--- src/rtl/mem_arbiter.sv ---
// mem_arbiter: shares the single CHIP-8 program/sprite memory between the draw, execute
// and fetch readers and the host/execute writers, with draw lock bursts and fetch anti-starvation.
module mem_arbiter #(
  parameter int unsigned ADDR_WIDTH = 12,
  parameter int unsigned DATA_WIDTH = 8,
  parameter int unsigned RD_LAT     = 1,
  parameter int unsigned STARVE_MAX = 15
) (
  input  logic                  clk,
  input  logic                  rst_n,
  input  logic                  draw_req,
  input  logic                  draw_lock,
  input  logic [ADDR_WIDTH-1:0] draw_addr,
  output logic                  draw_gnt,
  output logic                  draw_vld,
  input  logic                  exec_rd_req,
  input  logic [ADDR_WIDTH-1:0] exec_rd_addr,
  output logic                  exec_rd_gnt,
  output logic                  exec_rd_vld,
  input  logic                  fetch_req,
  input  logic [ADDR_WIDTH-1:0] fetch_addr,
  output logic                  fetch_gnt,
  output logic                  fetch_vld,
  output logic [DATA_WIDTH-1:0] rd_data,
  input  logic                  host_we,
  input  logic [ADDR_WIDTH-1:0] host_waddr,
  input  logic [DATA_WIDTH-1:0] host_d,
  input  logic                  exec_we,
  input  logic [ADDR_WIDTH-1:0] exec_waddr,
  input  logic [DATA_WIDTH-1:0] exec_d,
  output logic                  exec_wgnt,
  output logic                  mem_re,
  output logic [ADDR_WIDTH-1:0] mem_raddr,
  input  logic [DATA_WIDTH-1:0] mem_q,
  output logic                  mem_we,
  output logic [ADDR_WIDTH-1:0] mem_waddr,
  output logic [DATA_WIDTH-1:0] mem_d,
  output logic                  locked
);

  localparam int unsigned      CNT_W      = 8;
  localparam logic [CNT_W-1:0] STARVE_SAT = CNT_W'(STARVE_MAX);

  typedef enum logic [1:0] {OWN_DRAW, OWN_EXEC, OWN_FETCH, OWN_NONE} owner_t;
  typedef enum logic {LK_OPEN, LK_HELD} lock_t;

  lock_t                 lock_q, lock_d;
  logic [CNT_W-1:0]      starve_q, starve_d;
  owner_t                cand, sel;
  logic [ADDR_WIDTH-1:0] cand_addr;
  logic                  hazard;
  logic                  pipe_vld [RD_LAT];
  owner_t                pipe_own [RD_LAT];

  // Pick one read candidate, then drop it if it would read an address being written now.
  always_comb begin : arbitrate
    cand      = OWN_NONE;
    cand_addr = '0;
    if (lock_q == LK_HELD) begin
      if (draw_req) cand = OWN_DRAW;
    end else if (starve_q == STARVE_SAT && fetch_req) begin
      cand = OWN_FETCH;
    end else if (draw_req) begin
      cand = OWN_DRAW;
    end else if (exec_rd_req) begin
      cand = OWN_EXEC;
    end else if (fetch_req) begin
      cand = OWN_FETCH;
    end
    case (cand)
      OWN_DRAW:  cand_addr = draw_addr;
      OWN_EXEC:  cand_addr = exec_rd_addr;
      OWN_FETCH: cand_addr = fetch_addr;
      default:   cand_addr = '0;
    endcase
    hazard = mem_we && (cand != OWN_NONE) && (cand_addr == mem_waddr);
    sel    = (!rst_n || hazard) ? OWN_NONE : cand;
  end

  always_comb begin : next_state
    lock_d   = lock_q;
    starve_d = '0;
    if (sel == OWN_DRAW) begin
      lock_d = draw_lock ? LK_HELD : LK_OPEN;
    end else if (lock_q == LK_HELD && !draw_req) begin
      lock_d = LK_OPEN;
    end
    if (fetch_req && sel != OWN_FETCH) begin
      starve_d = (starve_q >= STARVE_SAT) ? STARVE_SAT : starve_q + CNT_W'(1);
    end
  end

  always_ff @(posedge clk) begin : state_reg
    if (!rst_n) begin
      lock_q   <= LK_OPEN;
      starve_q <= '0;
    end else begin
      lock_q   <= lock_d;
      starve_q <= starve_d;
    end
  end

  // Owner tag travels alongside the read so the data-valid strobe reaches only its requester.
  always_ff @(posedge clk) begin : return_pipe
    if (!rst_n) begin
      for (int unsigned i = 0; i < RD_LAT; i++) begin
        pipe_vld[i] <= 1'b0;
        pipe_own[i] <= OWN_NONE;
      end
    end else begin
      pipe_vld[0] <= (sel != OWN_NONE);
      pipe_own[0] <= sel;
      for (int unsigned i = 1; i < RD_LAT; i++) begin
        pipe_vld[i] <= pipe_vld[i-1];
        pipe_own[i] <= pipe_own[i-1];
      end
    end
  end

  always_ff @(posedge clk) begin : write_reg
    if (!rst_n) begin
      mem_we    <= 1'b0;
      mem_waddr <= '0;
      mem_d     <= '0;
    end else begin
      mem_we <= host_we | exec_wgnt;
      if (host_we) begin
        mem_waddr <= host_waddr;
        mem_d     <= host_d;
      end else if (exec_wgnt) begin
        mem_waddr <= exec_waddr;
        mem_d     <= exec_d;
      end
    end
  end

  assign draw_gnt    = (sel == OWN_DRAW);
  assign exec_rd_gnt = (sel == OWN_EXEC);
  assign fetch_gnt   = (sel == OWN_FETCH);
  assign mem_re      = (sel != OWN_NONE);
  assign mem_raddr   = mem_re ? cand_addr : '0;
  assign locked      = (lock_q == LK_HELD);
  assign exec_wgnt   = rst_n & exec_we & ~host_we;
  assign rd_data     = mem_q;
  assign draw_vld    = pipe_vld[RD_LAT-1] && (pipe_own[RD_LAT-1] == OWN_DRAW);
  assign exec_rd_vld = pipe_vld[RD_LAT-1] && (pipe_own[RD_LAT-1] == OWN_EXEC);
  assign fetch_vld   = pipe_vld[RD_LAT-1] && (pipe_own[RD_LAT-1] == OWN_FETCH);

endmodule

--- config.mk ---
export PLATFORM = sky130hd
export DESIGN_NAME = mem_arbiter
export DESIGN_NICKNAME = d
export VERILOG_FILES = /design/src/rtl/mem_arbiter.sv
export SDC_FILE = /design/constraint.sdc
export NUM_CORES = 1
export LEC_CHECK = 0
export BUFFER_PORTS_ARGS = -buffer_cell sky130_fd_sc_hd__buf_2
export CAP_MARGIN = 15
export CORE_MARGIN = 1
export CORE_UTILIZATION = 49
export DETAILED_ROUTE_END_ITERATION = 10
export GPL_TIMING_DRIVEN = 0
export PLACE_DENSITY = 0.86
export SYNTH_ARGS = -nofsm -noshare
export SYNTH_HDL_FRONTEND = slang
export SYNTH_SLANG_ARGS = --single-unit
--- constraint.sdc ---
create_clock -name clk -period 7.41 [get_ports clk]
set_input_delay 1.482 -clock clk [delete_from_list [all_inputs] [get_ports clk]]
set_output_delay 1.482 -clock clk [all_outputs]
set_load 0.02 [all_outputs]
# Word-level counts from Yosys, hierarchy flattened
# Memories as Yosys holds them, arrays and structs flattened.
# Index checks and enable logic that the tools add are counted.
# Widths: inputs -> output; s select.
# op_classes
reduce_logical	20
mux	23
n_lt_le_gt_ge	1
n_eq_ne	11
bitwise_logic	6
add_sub_neg	1
# ops
cell	count
$mux 12	3
$pmux 12 s3	1
$mux 8	2
$mux 2	7
$eq 12x12->1	1
$mux 1	9
$add 8x1->8 const B	1
$eq 8x4->1 const B	1
$ge 8x4->1 const B	1
$logic_and 1x1->1	8
$eq 2x1->1 const B	3
$eq 2x2->1 const B	3
$logic_not 2->1	3
$ne 2x2->1 const B	3
$mux 4	1
$reduce_bool 2->1	2
$not 1->1	3
$reduce_or 3->1	1
$and 1x1->1	2
$logic_not 1->1	2
$reduce_and 2->1	1
$reduce_or 2->1	1
$logic_or 1x1->1	1
$or 1x1->1	1
$reduce_or 1->1	1
# totals
n_memories	2
output_inout_bits	50
reg_bits	30
input_bits	92
ram_bits	3
elab_cells	70
# mem_list
memory	depth	word_bits	read_ports	rd_clocked_by_memory_dff	wr	line_no	text
pipe_own	1	2	1	0	1	53	owner_t pipe_own [RD_LAT];
pipe_vld	1	1	1	0	1	52	logic pipe_vld [RD_LAT];

# Depth between registers and ports, before layout
# Gate-level depths: netlist of the first run.
# depth
word_depth	15
mapped_depth	11

# Worst setup path after synthesis of the first run
# Ideal clock, no wire load.
# synth_path
path_kind	input to output
from	in draw_req
to	out mem_raddr[5]
t_arrival_ns	4.098
cell_stages	10
setup_slack_ns	1.830
n_path_buf	1
path_cell_list	buf_2 -> or3b_2 -> a21oi_1 -> nand2_1 -> o211ai_1 -> o31ai_1 -> or4_1 -> nor4_4 -> nand3b_1 -> a211oi_1
# synth_between
elab_chain_cells	11
word_cells_on_any_way	16
cone_classes	5 x eq/ne; 7 x mux; 4 x reduce/logical
# synth_lines
element	line_no	text
start: declaration	11	input logic draw_req,
$mux 2	63	end else if (draw_req) begin
$mux 2	61	end else if (starve_q == STARVE_SAT && fetch_req) begin
$mux 2 (*)	59	if (lock_q == LK_HELD) begin
$eq 2x2->1, or another cell as far along	70	case (cand)
$pmux 12 s3	70	
$eq 12x12->1	76	hazard = mem_we && (cand != OWN_NONE) && (cand_addr == mem_waddr);
$logic_and 1x1->1	76	
$logic_or 1x1->1	77	sel = (!rst_n || hazard) ? OWN_NONE : cand;
$mux 2	77	
$ne 2x2->1	140	assign mem_re = (sel != OWN_NONE);
$mux 12 (*)	141	assign mem_raddr = mem_re ? cand_addr : '0;
end: declaration	33	output logic [ADDR_WIDTH-1:0] mem_raddr,
# Mark *: on every way between the ends. The rest lies on a longest branch, timed or not.

# Worst setup path in the final report of the first run
# layout_path
from	in draw_req
to	out mem_raddr[11]
# The elaborated chain is that of the path after synthesis.

==> run_results.csv, run 1 <==
group,metric,value,unit
run_status,outcome,"finished clean",
synth,netlist_area,0.00260,mm²
power_and_ir_drop,total_power,0.552,mW
timing,report.final.slew_viol_count,0,
cts,cts.sinks,33,
global_routing,antenna_found_initial,0,
timing,min_period,6510,ps
setup_path,cp_max_fo,10,
routing,ant_nets,0,
power_and_ir_drop,swShare,32.2,%
setup_path,worst_r2r_path_depth,10,
setup_path,cp_cell_sequence,"buf_2 -> buf_2 -> or3b_2 -> a21oi_1 -> nand2_1 -> o211ai_1 -> o31ai_1 -> or4_1 -> nor4_4 -> nand3b_1 -> nor3_1 -> buf_2",
cts,cts_tree,"built",
global_routing,grt_max_degree,11,
die,ioPinCount,142,
setup_path,slowest_stage,"or4_1",
routing,wl_per_cell,14.7,µm
global_routing,grt_overflow,0,
routing,drt_wl_total,8060,µm
global_routing,grt_pass1_vias,2571,
setup_path,crit_type,"in2out",
cts,clockBufferDepth,2,
placed_design,pre_cts_slack,1010,ps
synth,async_reset_ff_share,0,%
cts,root_buffer,"clkbuf_8",
synth,syn_area_per_cell,7.78,µm²
synth,synth_area_leaders,"dfxtp_1 (25%), mux2i_1 (9.2%), nand2_1 (6.2%)",
routing,route.detailed.drc,0,
synth,syn_inst,334,
cts,holdBufCountCts,0,
timing,setup_tns,0,ps
routing,drt-initial-drc-count,379,
setup_path,r2r_start,"starve_q[0]",
timing,fin_hold_ws,506,ps
setup_path,arrival,5030,ps
die,core,0.00511,mm²
setup_path,r2r-end,"pipe_vld[0]",
synth,ys_types,61,
layout,syn_to_final_growth,33.7,%
synth,ys_warn_count,0,
synth,post-synth-top-area-cell,"dfxtp_1",
min_path,hold_depth,1,
synth,synth-seq-cells,33,
flow_run,cap_violations,0,
synth,synth-seq-area-share,25.4,%
setup_path,crit_top_cell,"buf_2",
die,start_util,50.9,%
power_and_ir_drop,cellLeakagePower,1.69,nW
cts,numCtsBuffers,5,
global_routing,grt_usage,28.1,%
die,die_w,74.8,µm
timing,period_share,87.9,%
synth,netlist.area_leader.share,25.4,%
timing,max_freq,154,MHz
min_path,hold_path_class,"reg2reg",
timing,hold_viol_final,0,
placed_design,post-dp-hpwl,6220,µm
cts,cts.repair.resized,0,
timing,rsz0062_at_grt,"false",
cts,clk_latency,290,ps
die,num_rows,26,
timing,max_slew.worst_pin.slew,724,ps
layout,post-route-util,68.0,%
routing,routed_via_density,5.65,
setup_path,r2r_slack,3560,ps
layout,drive_gt1_share,35.6,%
die,die_h,74.8,µm
synth,ys.flop_type,"dfxtp_1",
global_routing,grt_pass1_wl,12000,µm
power_and_ir_drop,comb_power_share,31.2,%
die,die_area,0.00560,mm²
setup_path,cp.buffers_inverters,3,
setup_path,start_kind,"primary input",
placed_design,gp_congestion,0.903,
routing,vias,3089,
synth,synth_edf_count,0,
layout,nNetsFinal,569,
setup_path,crit_required,5930,ps
setup_path,endpoint_kind,"output port",
layout,num_antenna_cells,0,
power_and_ir_drop,p_int,0.374,mW
setup_path,worst_path_largest_cell_delay,570,ps
setup_path,critPathTopFamily,"simple AND/OR/NAND/NOR gates",
timing,setup_violations,0,
power_and_ir_drop,p_seq_share,36.6,%
min_path,hold_start,"starve_q[0]",
cts,ctsHtreeMaxLevel,2,
cts,clk_pin_slew,70,ps
routing,drt_pass1_iterations,5,
timing,fin_ws,897,ps
cts,cts_setup_buffers,0,
power_and_ir_drop,switching_power,0.178,mW
timing,maxSlewHeadroom,51.7,%
timing,clock_skew,13.0,ps
min_path,hold_end,"starve_q[0]",
power_and_ir_drop,peakVddDrop,0.190,mV
placed_design,io_buffers,132,
power_and_ir_drop,p_clk_share,32.3,%
power_and_ir_drop,p_per_area,159,mW/mm²
==> stage by stage <==
stage,cell area (µm²),std cells
after floorplan,2610,337
after global placement,3360,539
after detailed placement,3360,539
after CTS,3470,547
after global routing,3470,547
final,3470,547
==> worst reg2reg max path, delay by kind of cell, from the launching register on <==
family / cells / cell delay, ps
flops: 1 / 360
buf+inv: 1 / 80
fa+ha+maj: 1 / 260
simple gates: 5 / 2240
compound gates: 3 / 790
==> registers in the layout (all words and copies together), names as in the netlist <==
signal     count
mem_d          8
pipe_vld       1
mem_we         1
locked         1
pipe_own       2
starve_q       8
mem_waddr     12
==> power groups by stage <==
stage                     clock, mW  sequential, mW  combinational [mW]
after CTS                     0.178           0.201               0.170
after detailed placement          0           0.205               0.170
after global routing          0.187           0.203               0.188
final                         0.178           0.202               0.172
after global placement            0           0.205               0.167
after floorplan                   0           0.212               0.101
==> metal layers <==
layer,track usage (%),part of all wire (%),vias to the layer above
met5,0,0,-
met4,6.50,1.6,0
met3,5.89,8.4,15
met2,45.7,46,178
met1,38.2,44,1401
li1,-,-,1495
==> worst max-delay path by stage <==
stage | cells past startpoint | start | end
2_1_floorplan | 10 | draw_req | mem_raddr[5]
3_5_place_dp | 12 | draw_req | mem_raddr[11]
3_3_place_gp | 12 | draw_req | mem_raddr[11]
5_1_grt | 12 | draw_req | mem_raddr[11]
4_1_cts | 12 | draw_req | mem_raddr[11]
6_report | 12 | draw_req | mem_raddr[11]
==> placed cells by master (no fill, tap or decap), types with 5 or more instances in the layout <==
cell type | netlist | routed
buf_2 | 2 | 134
nand2_1 | 43 | 43
dfxtp_1 | 33 | 33
o21ai_0 | 30 | 30
mux2i_1 | 24 | 24
and2_1 | 21 | 21
nor2_1 | 14 | 14
clkbuf_1 | 12 | 13
inv_1 | 13 | 13
a21oi_1 | 12 | 12
nand3_1 | 10 | 10
buf_4 | 9 | 9
nor2b_1 | 8 | 8
a211oi_1 | 6 | 6
clkbuf_8 | 0 | 6
o211ai_1 | 5 | 5
nor3b_1 | 5 | 5
mux2_2 | 5 | 5
o221ai_1 | 5 | 5
nand3b_1 | 5 | 5
==> cells in the mapped netlist, drive strengths merged (2+ instances only) <==
library cell,number
a21oi,12
and2,21
o221ai,5
or4,4
buf,12
a31oi,2
nand4,4
or3b,4
inv,13
nor2b,8
a22oi,3
mux2i,24
nand2,44
nor3b,5
mux2,6
o21ai,30
nor3,5
a31o,2
a211o,2
o211ai,6
nor4,3
a21o,3
nor2,14
dfxtp,33
and3b,2
a22o,2
nand3b,5
and3,3
clkbuf,12
o31ai,3
a211oi,6
or3,2
o2111ai,2
nand2b,3
o311ai,2
o22ai,3
nand3,10
==> area by class of cell <==
class | instances | area (µm²)
buffer | 24 | 126
fill | 445 | 1630
clock buffer | 7 | 86.3
clock inverter | 1 | 30.0
timing repair buffer | 132 | 661
sequential | 33 | 661
tap | 70 | 87.6
inverter | 13 | 48.8
multi-input combinational | 267 | 1770
==> logic make-up after synthesis <==
logic type                 Yosys count  synth area share (%)
AOI/OAI and AO/OA                   90                  23.8
xor gates and xnor gates             2                 0.674
and+or+nand+nor                    140                  30.9
DFF                                 33                  25.4
other                                1                 0.144
buffers and inverters               37                  6.74
adders and majority gates            1                 0.481
muxes                               30                  11.8
Power figures use the tool's default switching activity.
==> run 2, diff against run 1 <==
Settings changed: CAP_MARGIN 15 to 20, GPL_TIMING_DRIVEN 0 to unset.
==> run 2 against run 1 <==
- utilization down 3.2 points
- count of clock-buffer cells in the layout unchanged
- global-route usage shrank 1.2 points
- via count fell by 3.6%
- cell count is 5.7% lower
- critical endpoint is now mem_raddr[3]
- total power is 3.3% lower
- sequential power hardly changed
- sequential share of layout area up 0.93 points
==> run_results.csv, run 2 (synthesized netlist as in run 1, its figures left out) <==
group,metric,value,unit
global_routing,grt_max_degree,43,
die,core,0.00511,mm²
routing,routed_via_density,5.77,
placed_design,pre_cts_slack,1090,ps
min_path,hold_path_class,"reg2reg",
setup_path,start_kind,"primary input",
layout,num_antenna_cells,0,
global_routing,grt_overflow,0,
power_and_ir_drop,peakVddDrop,0.140,mV
die,die_h,74.8,µm
timing,max_slew.worst_pin.slew,839,ps
layout,fin_cells,516,
timing,report.final.slew_viol_count,0,
run_status,outcome,"finished clean",
setup_path,crit_required,5930,ps
cts,clockBufferDepth,2,
placed_design,post-dp-hpwl,5890,µm
layout,nNetsFinal,538,
setup_path,arrival,4870,ps
placed_design,gp_congestion,0.929,
routing,drt-initial-drc-count,218,
power_and_ir_drop,comb_power_share,29.9,%
routing,route.detailed.drc,0,
power_and_ir_drop,p_int,0.368,mW
timing,fin_ws,1050,ps
die,die_w,74.8,µm
global_routing,grt_pass1_wl,11600,µm
timing,maxSlewHeadroom,44.1,%
cts,holdBufCountCts,0,
power_and_ir_drop,p_clk_share,32.0,%
cts,ctsHtreeMaxLevel,2,
power_and_ir_drop,cellLeakagePower,1.60,nW
timing,hold_viol_final,0,
die,ioPinCount,142,
setup_path,crit_type,"in2out",
cts,numCtsBuffers,5,
die,die_area,0.00560,mm²
timing,setup_tns,0,ps
global_routing,antenna_found_initial,0,
routing,met2WireLength,3490,µm
setup_path,r2r_slack,3710,ps
cts,cts_setup_buffers,0,
power_and_ir_drop,swShare,31.1,%
routing,drt_pass1_iterations,5,
layout,layout_commonest_cell,"buf_2",
routing,drt_wl_total,7570,µm
placed_design,dp.cells,508,
cts,clk_pin_slew,70,ps
routing,routed-wl-met3,592,µm
timing,min_period,6360,ps
routing,vias,2978,
routing,ant_nets,0,
cts,cts.sinks,33,
timing,fin_hold_ws,493,ps
layout,largest-register,"mem_waddr",
cts,clk_latency,280,ps
power_and_ir_drop,total_power,0.534,mW
timing,setup_violations,0,
placed_design,io_buffers,125,
layout,post-route-util,64.9,%
setup_path,endpoint_kind,"output port",
layout,syn_to_final_growth,27.5,%
setup_path,cp_max_fo,22,
routing,wl_per_cell,14.7,µm
global_routing,grt_pass1_vias,2546,
cts,cts.repair.resized,0,
die,start_util,50.9,%
timing,clock_skew,12.1,ps
power_and_ir_drop,p_per_area,161,mW/mm²
timing,period_share,85.8,%
layout,layout_common_cells,"buf_2 (125), nand2_1 (43), dfxtp_1 (33)",
layout,reg_top3,"mem_waddr (12), mem_d (8), starve_q (8)",
routing,drt-met1-wl,3280,µm
global_routing,grt_usage,26.8,%
layout,largest_reg_flops,12,
timing,rsz0062_at_grt,"false",
layout,drive_gt1_share,34.1,%
flow_run,cap_violations,0,
layout,final_cell_area,0.00331,mm²
power_and_ir_drop,switching_power,0.166,mW
cts,root_buffer,"clkbuf_8",
die,num_rows,26,
placed_design,place_area,0.00320,mm²
routing,top_layer,"met4",
timing,max_freq,157,MHz
cts,cts_tree,"built",
power_and_ir_drop,p_seq_share,38.0,%
## run 2: critical path, cell delays in order
cell and delay, ps:
buf_2 230, or3b_2 540, a21oi_1 520, nand2_1 110
o211ai_1 110, o31ai_1 120, or4_1 570, nor4_4 450
nand3b_1 420, a21oi_1 110, buf_2 190
## run 2: power by group through the flow
stage / combinational (mW) / clock [mW] / sequential [mW]
detailed placement: 0.158 / 0 / 0.207
global placement: 0.154 / 0 / 0.206
floorplan: 0.101 / 0 / 0.212
finish: 0.160 / 0.171 / 0.203
CTS: 0.159 / 0.175 / 0.203
global route: 0.174 / 0.182 / 0.205
## run 2: final cells by class
| type | count | area [µm²] |
|---|---|---|
| fill | 477 | 1790 |
| multi-input combinational | 267 | 1770 |
| sequential | 33 | 661 |
| timing repair buffer | 125 | 626 |
| tap | 70 | 87.6 |
| clock buffer | 7 | 86.3 |
| inverter | 13 | 48.8 |
| clock inverter | 1 | 30.0 |
## run 2: worst paths after layout
| kind | cells past startpoint | endpoint | start |
|---|---|---|---|
| hold reg to reg | 1 | starve_q[0] | starve_q[0] |
| setup / recovery | 11 | mem_raddr[3] | draw_req |
| hold / removal | 1 | starve_q[0] | starve_q[0] |
| setup reg to reg | 9 | pipe_vld[0] | locked |
## run 2: routing by layer
layer	GRT usage, %	up-vias
met4	11.3	0
li1	-	1440
met5	0	-
met2	43.6	150
met1	35.2	1368
met3	4.55	20
==> run 3, diff against run 2 <==
--- a/config.mk
+++ b/config.mk
@@ -7,3 +7,3 @@
 export LEC_CHECK = 0
-export BUFFER_PORTS_ARGS = -buffer_cell sky130_fd_sc_hd__buf_2
+export BUFFER_PORTS_ARGS = -buffer_cell sky130_fd_sc_hd__buf_4
 export CAP_MARGIN = 20
@@ -12,3 +12,3 @@
 export DETAILED_ROUTE_END_ITERATION = 10
-export PLACE_DENSITY = 0.86
+export PLACE_DENSITY = 0.94
 export SYNTH_ARGS = -nofsm -noshare
==> constraint.sdc (replaced) <==
create_clock -name clk -period 7.41 [get_ports clk]
set_input_delay 0.741 -clock clk [delete_from_list [all_inputs] [get_ports clk]]
set_output_delay 0.741 -clock clk [all_outputs]
set_load 0.02 [all_outputs]
==> run 3 against run 2 <==
- fmax rose by 29%
- sequential share of layout area shrank 1.6 points
- clock skew is 7.1 ps lower
- utilization rose by 5.5 points
- global-route usage rose by 1.5 points
- clock power decreased by 24%
- critical path type is now reg2out
==> run_results.csv, run 3 (synthesized netlist as in run 1, its figures left out) <==
group,metric,value,unit
run_status,outcome,"finished clean",
setup_path,crit_type,"reg2out",
setup_path,crit_required,6670,ps
setup_path,r2r_start,"starve_q[0]",
setup_path,r2r-end,"pipe_vld[0]",
timing,period_share,66.6,%
flow_run,cap_violations,0,
timing,setup_tns,0,ps
min_path,hold_path_class,"reg2reg",
die,start_util,50.9,%
routing,routed_via_density,5.82,
cts,numCtsBuffers,5,
placed_design,post-dp-hpwl,6350,µm
global_routing,grt_usage,28.4,%
cts,cts_setup_buffers,0,
cts,ctsHtreeMaxLevel,2,
routing,vias,3004,
cts,root_buffer,"clkbuf_8",
die,die_h,74.8,µm
layout,largest-register,"mem_waddr",
routing,drt_wl_total,8140,µm
setup_path,worst_r2r_path_depth,10,
layout,nNetsFinal,538,
power_and_ir_drop,p_per_area,143,mW/mm²
timing,min_period,4940,ps
timing,rsz0062_at_grt,"false",
setup_path,start_kind,"flop",
placed_design,io_buffers,125,
power_and_ir_drop,cellLeakagePower,1.66,nW
layout,num_antenna_cells,0,
timing,hold_viol_final,0,
global_routing,grt_max_degree,43,
cts,clk_latency,280,ps
routing,drt_pass1_iterations,5,
global_routing,grt_pass1_vias,2644,
layout,layout_common_cells,"buf_4 (125), nand2_1 (43), dfxtp_1 (33)",
layout,fin_cells,516,
power_and_ir_drop,comb_power_share,35.3,%
global_routing,grt_pass1_wl,12300,µm
power_and_ir_drop,p_clk_share,25.2,%
timing,max_freq,203,MHz
min_path,hold_start,"starve_q[0]",
setup_path,r2r_slack,3640,ps
layout,drive_gt1_share,34.3,%
global_routing,grt_overflow,0,
routing,wl_per_cell,15.8,µm
power_and_ir_drop,peakVddDrop,0.135,mV
power_and_ir_drop,total_power,0.515,mW
routing,drt-met1-wl,3310,µm
timing,clock_skew,4.96,ps
timing,setup_violations,0,
power_and_ir_drop,switching_power,0.172,mW
min_path,hold_end,"starve_q[0]",
die,die_area,0.00560,mm²
placed_design,dp.cells,508,
power_and_ir_drop,swShare,33.4,%
setup_path,endpoint_kind,"output port",
cts,cts.sinks,33,
cts,clockBufferDepth,2,
layout,largest_reg_flops,12,
timing,max_slew.worst_pin.slew,903,ps
min_path,hold_depth,1,
global_routing,antenna_found_initial,0,
timing,fin_hold_ws,487,ps
timing,maxSlewHeadroom,39.8,%
die,ioPinCount,142,
cts,cts_tree,"built",
cts,clk_pin_slew,70,ps
die,core,0.00511,mm²
routing,route.detailed.drc,0,
routing,drt-initial-drc-count,349,
power_and_ir_drop,p_int,0.343,mW
die,die_w,74.8,µm
routing,top_layer,"met4",
setup_path,arrival,4200,ps
layout,post-route-util,70.4,%
cts,cts.repair.resized,0,
timing,report.final.slew_viol_count,0,
setup_path,cp_max_fo,12,
cts,holdBufCountCts,0,
routing,met2WireLength,4000,µm
layout,reg_top3,"mem_waddr (12), mem_d (8), starve_q (8)",
layout,syn_to_final_growth,38.4,%
placed_design,gp_congestion,0.919,
routing,ant_nets,0,
power_and_ir_drop,p_seq_share,39.5,%
die,num_rows,26,
layout,layout_commonest_cell,"buf_4",
routing,routed-wl-met3,656,µm
## run 3: metal layers
| metal | up-vias | track usage (%) |
|---|---|---|
| met5 | - | 0 |
| met4 | 0 | 8.60 |
| met3 | 20 | 5.89 |
| met2 | 172 | 48.1 |
| met1 | 1376 | 36.2 |
| li1 | 1436 | - |
## run 3: stage by stage
step	worst slack, ps	instance area (µm²)
6_report	2470	3600
5_1_grt	2200	3600
4_1_cts	2600	3600
3_5_place_dp	2640	3510
3_3_place_gp	2790	3510
2_1_floorplan	3310	2610
## run 3: critical path: stages (launching register included)
cell and delay [ps]:
dfxtp_1 360, ha_1 260, nand4_1 420, o32ai_2 890, mux2i_1 190, o21ai_0 300
xnor2_1 190, o2111ai_2 170, nor4_4 370, nand3b_1 420, a21oi_1 150, buf_4 190
## run 3: worst max path at each step
stage,from,cells after the start,endpoint
after detailed placement,fetch_req,11,mem_raddr[3]
after CTS,starve_q[0],11,mem_raddr[3]
after global routing,starve_q[0],11,mem_raddr[3]
after global placement,fetch_req,11,mem_raddr[3]
after floorplan,draw_req,10,mem_raddr[5]
final,starve_q[0],11,mem_raddr[3]
## run 3: layout make-up
type | instances | area [µm²]
tap | 70 | 87.6
inverter | 13 | 48.8
clock buffer | 5 | 68.8
multi-input combinational | 267 | 1770
fill | 424 | 1510
timing repair buffer | 125 | 938
clock inverter | 3 | 17.5
sequential | 33 | 661
## run 3: power groups by stage
| stage | logic [mW] | registers (mW) | clock network [mW] |
|---|---|---|---|
| floorplan | 0.101 | 0.212 | 0 |
| global placement | 0.175 | 0.207 | 0 |
| detailed placement | 0.180 | 0.207 | 0 |
| CTS | 0.180 | 0.203 | 0.132 |
| global route | 0.197 | 0.205 | 0.141 |
| finish | 0.182 | 0.204 | 0.130 |
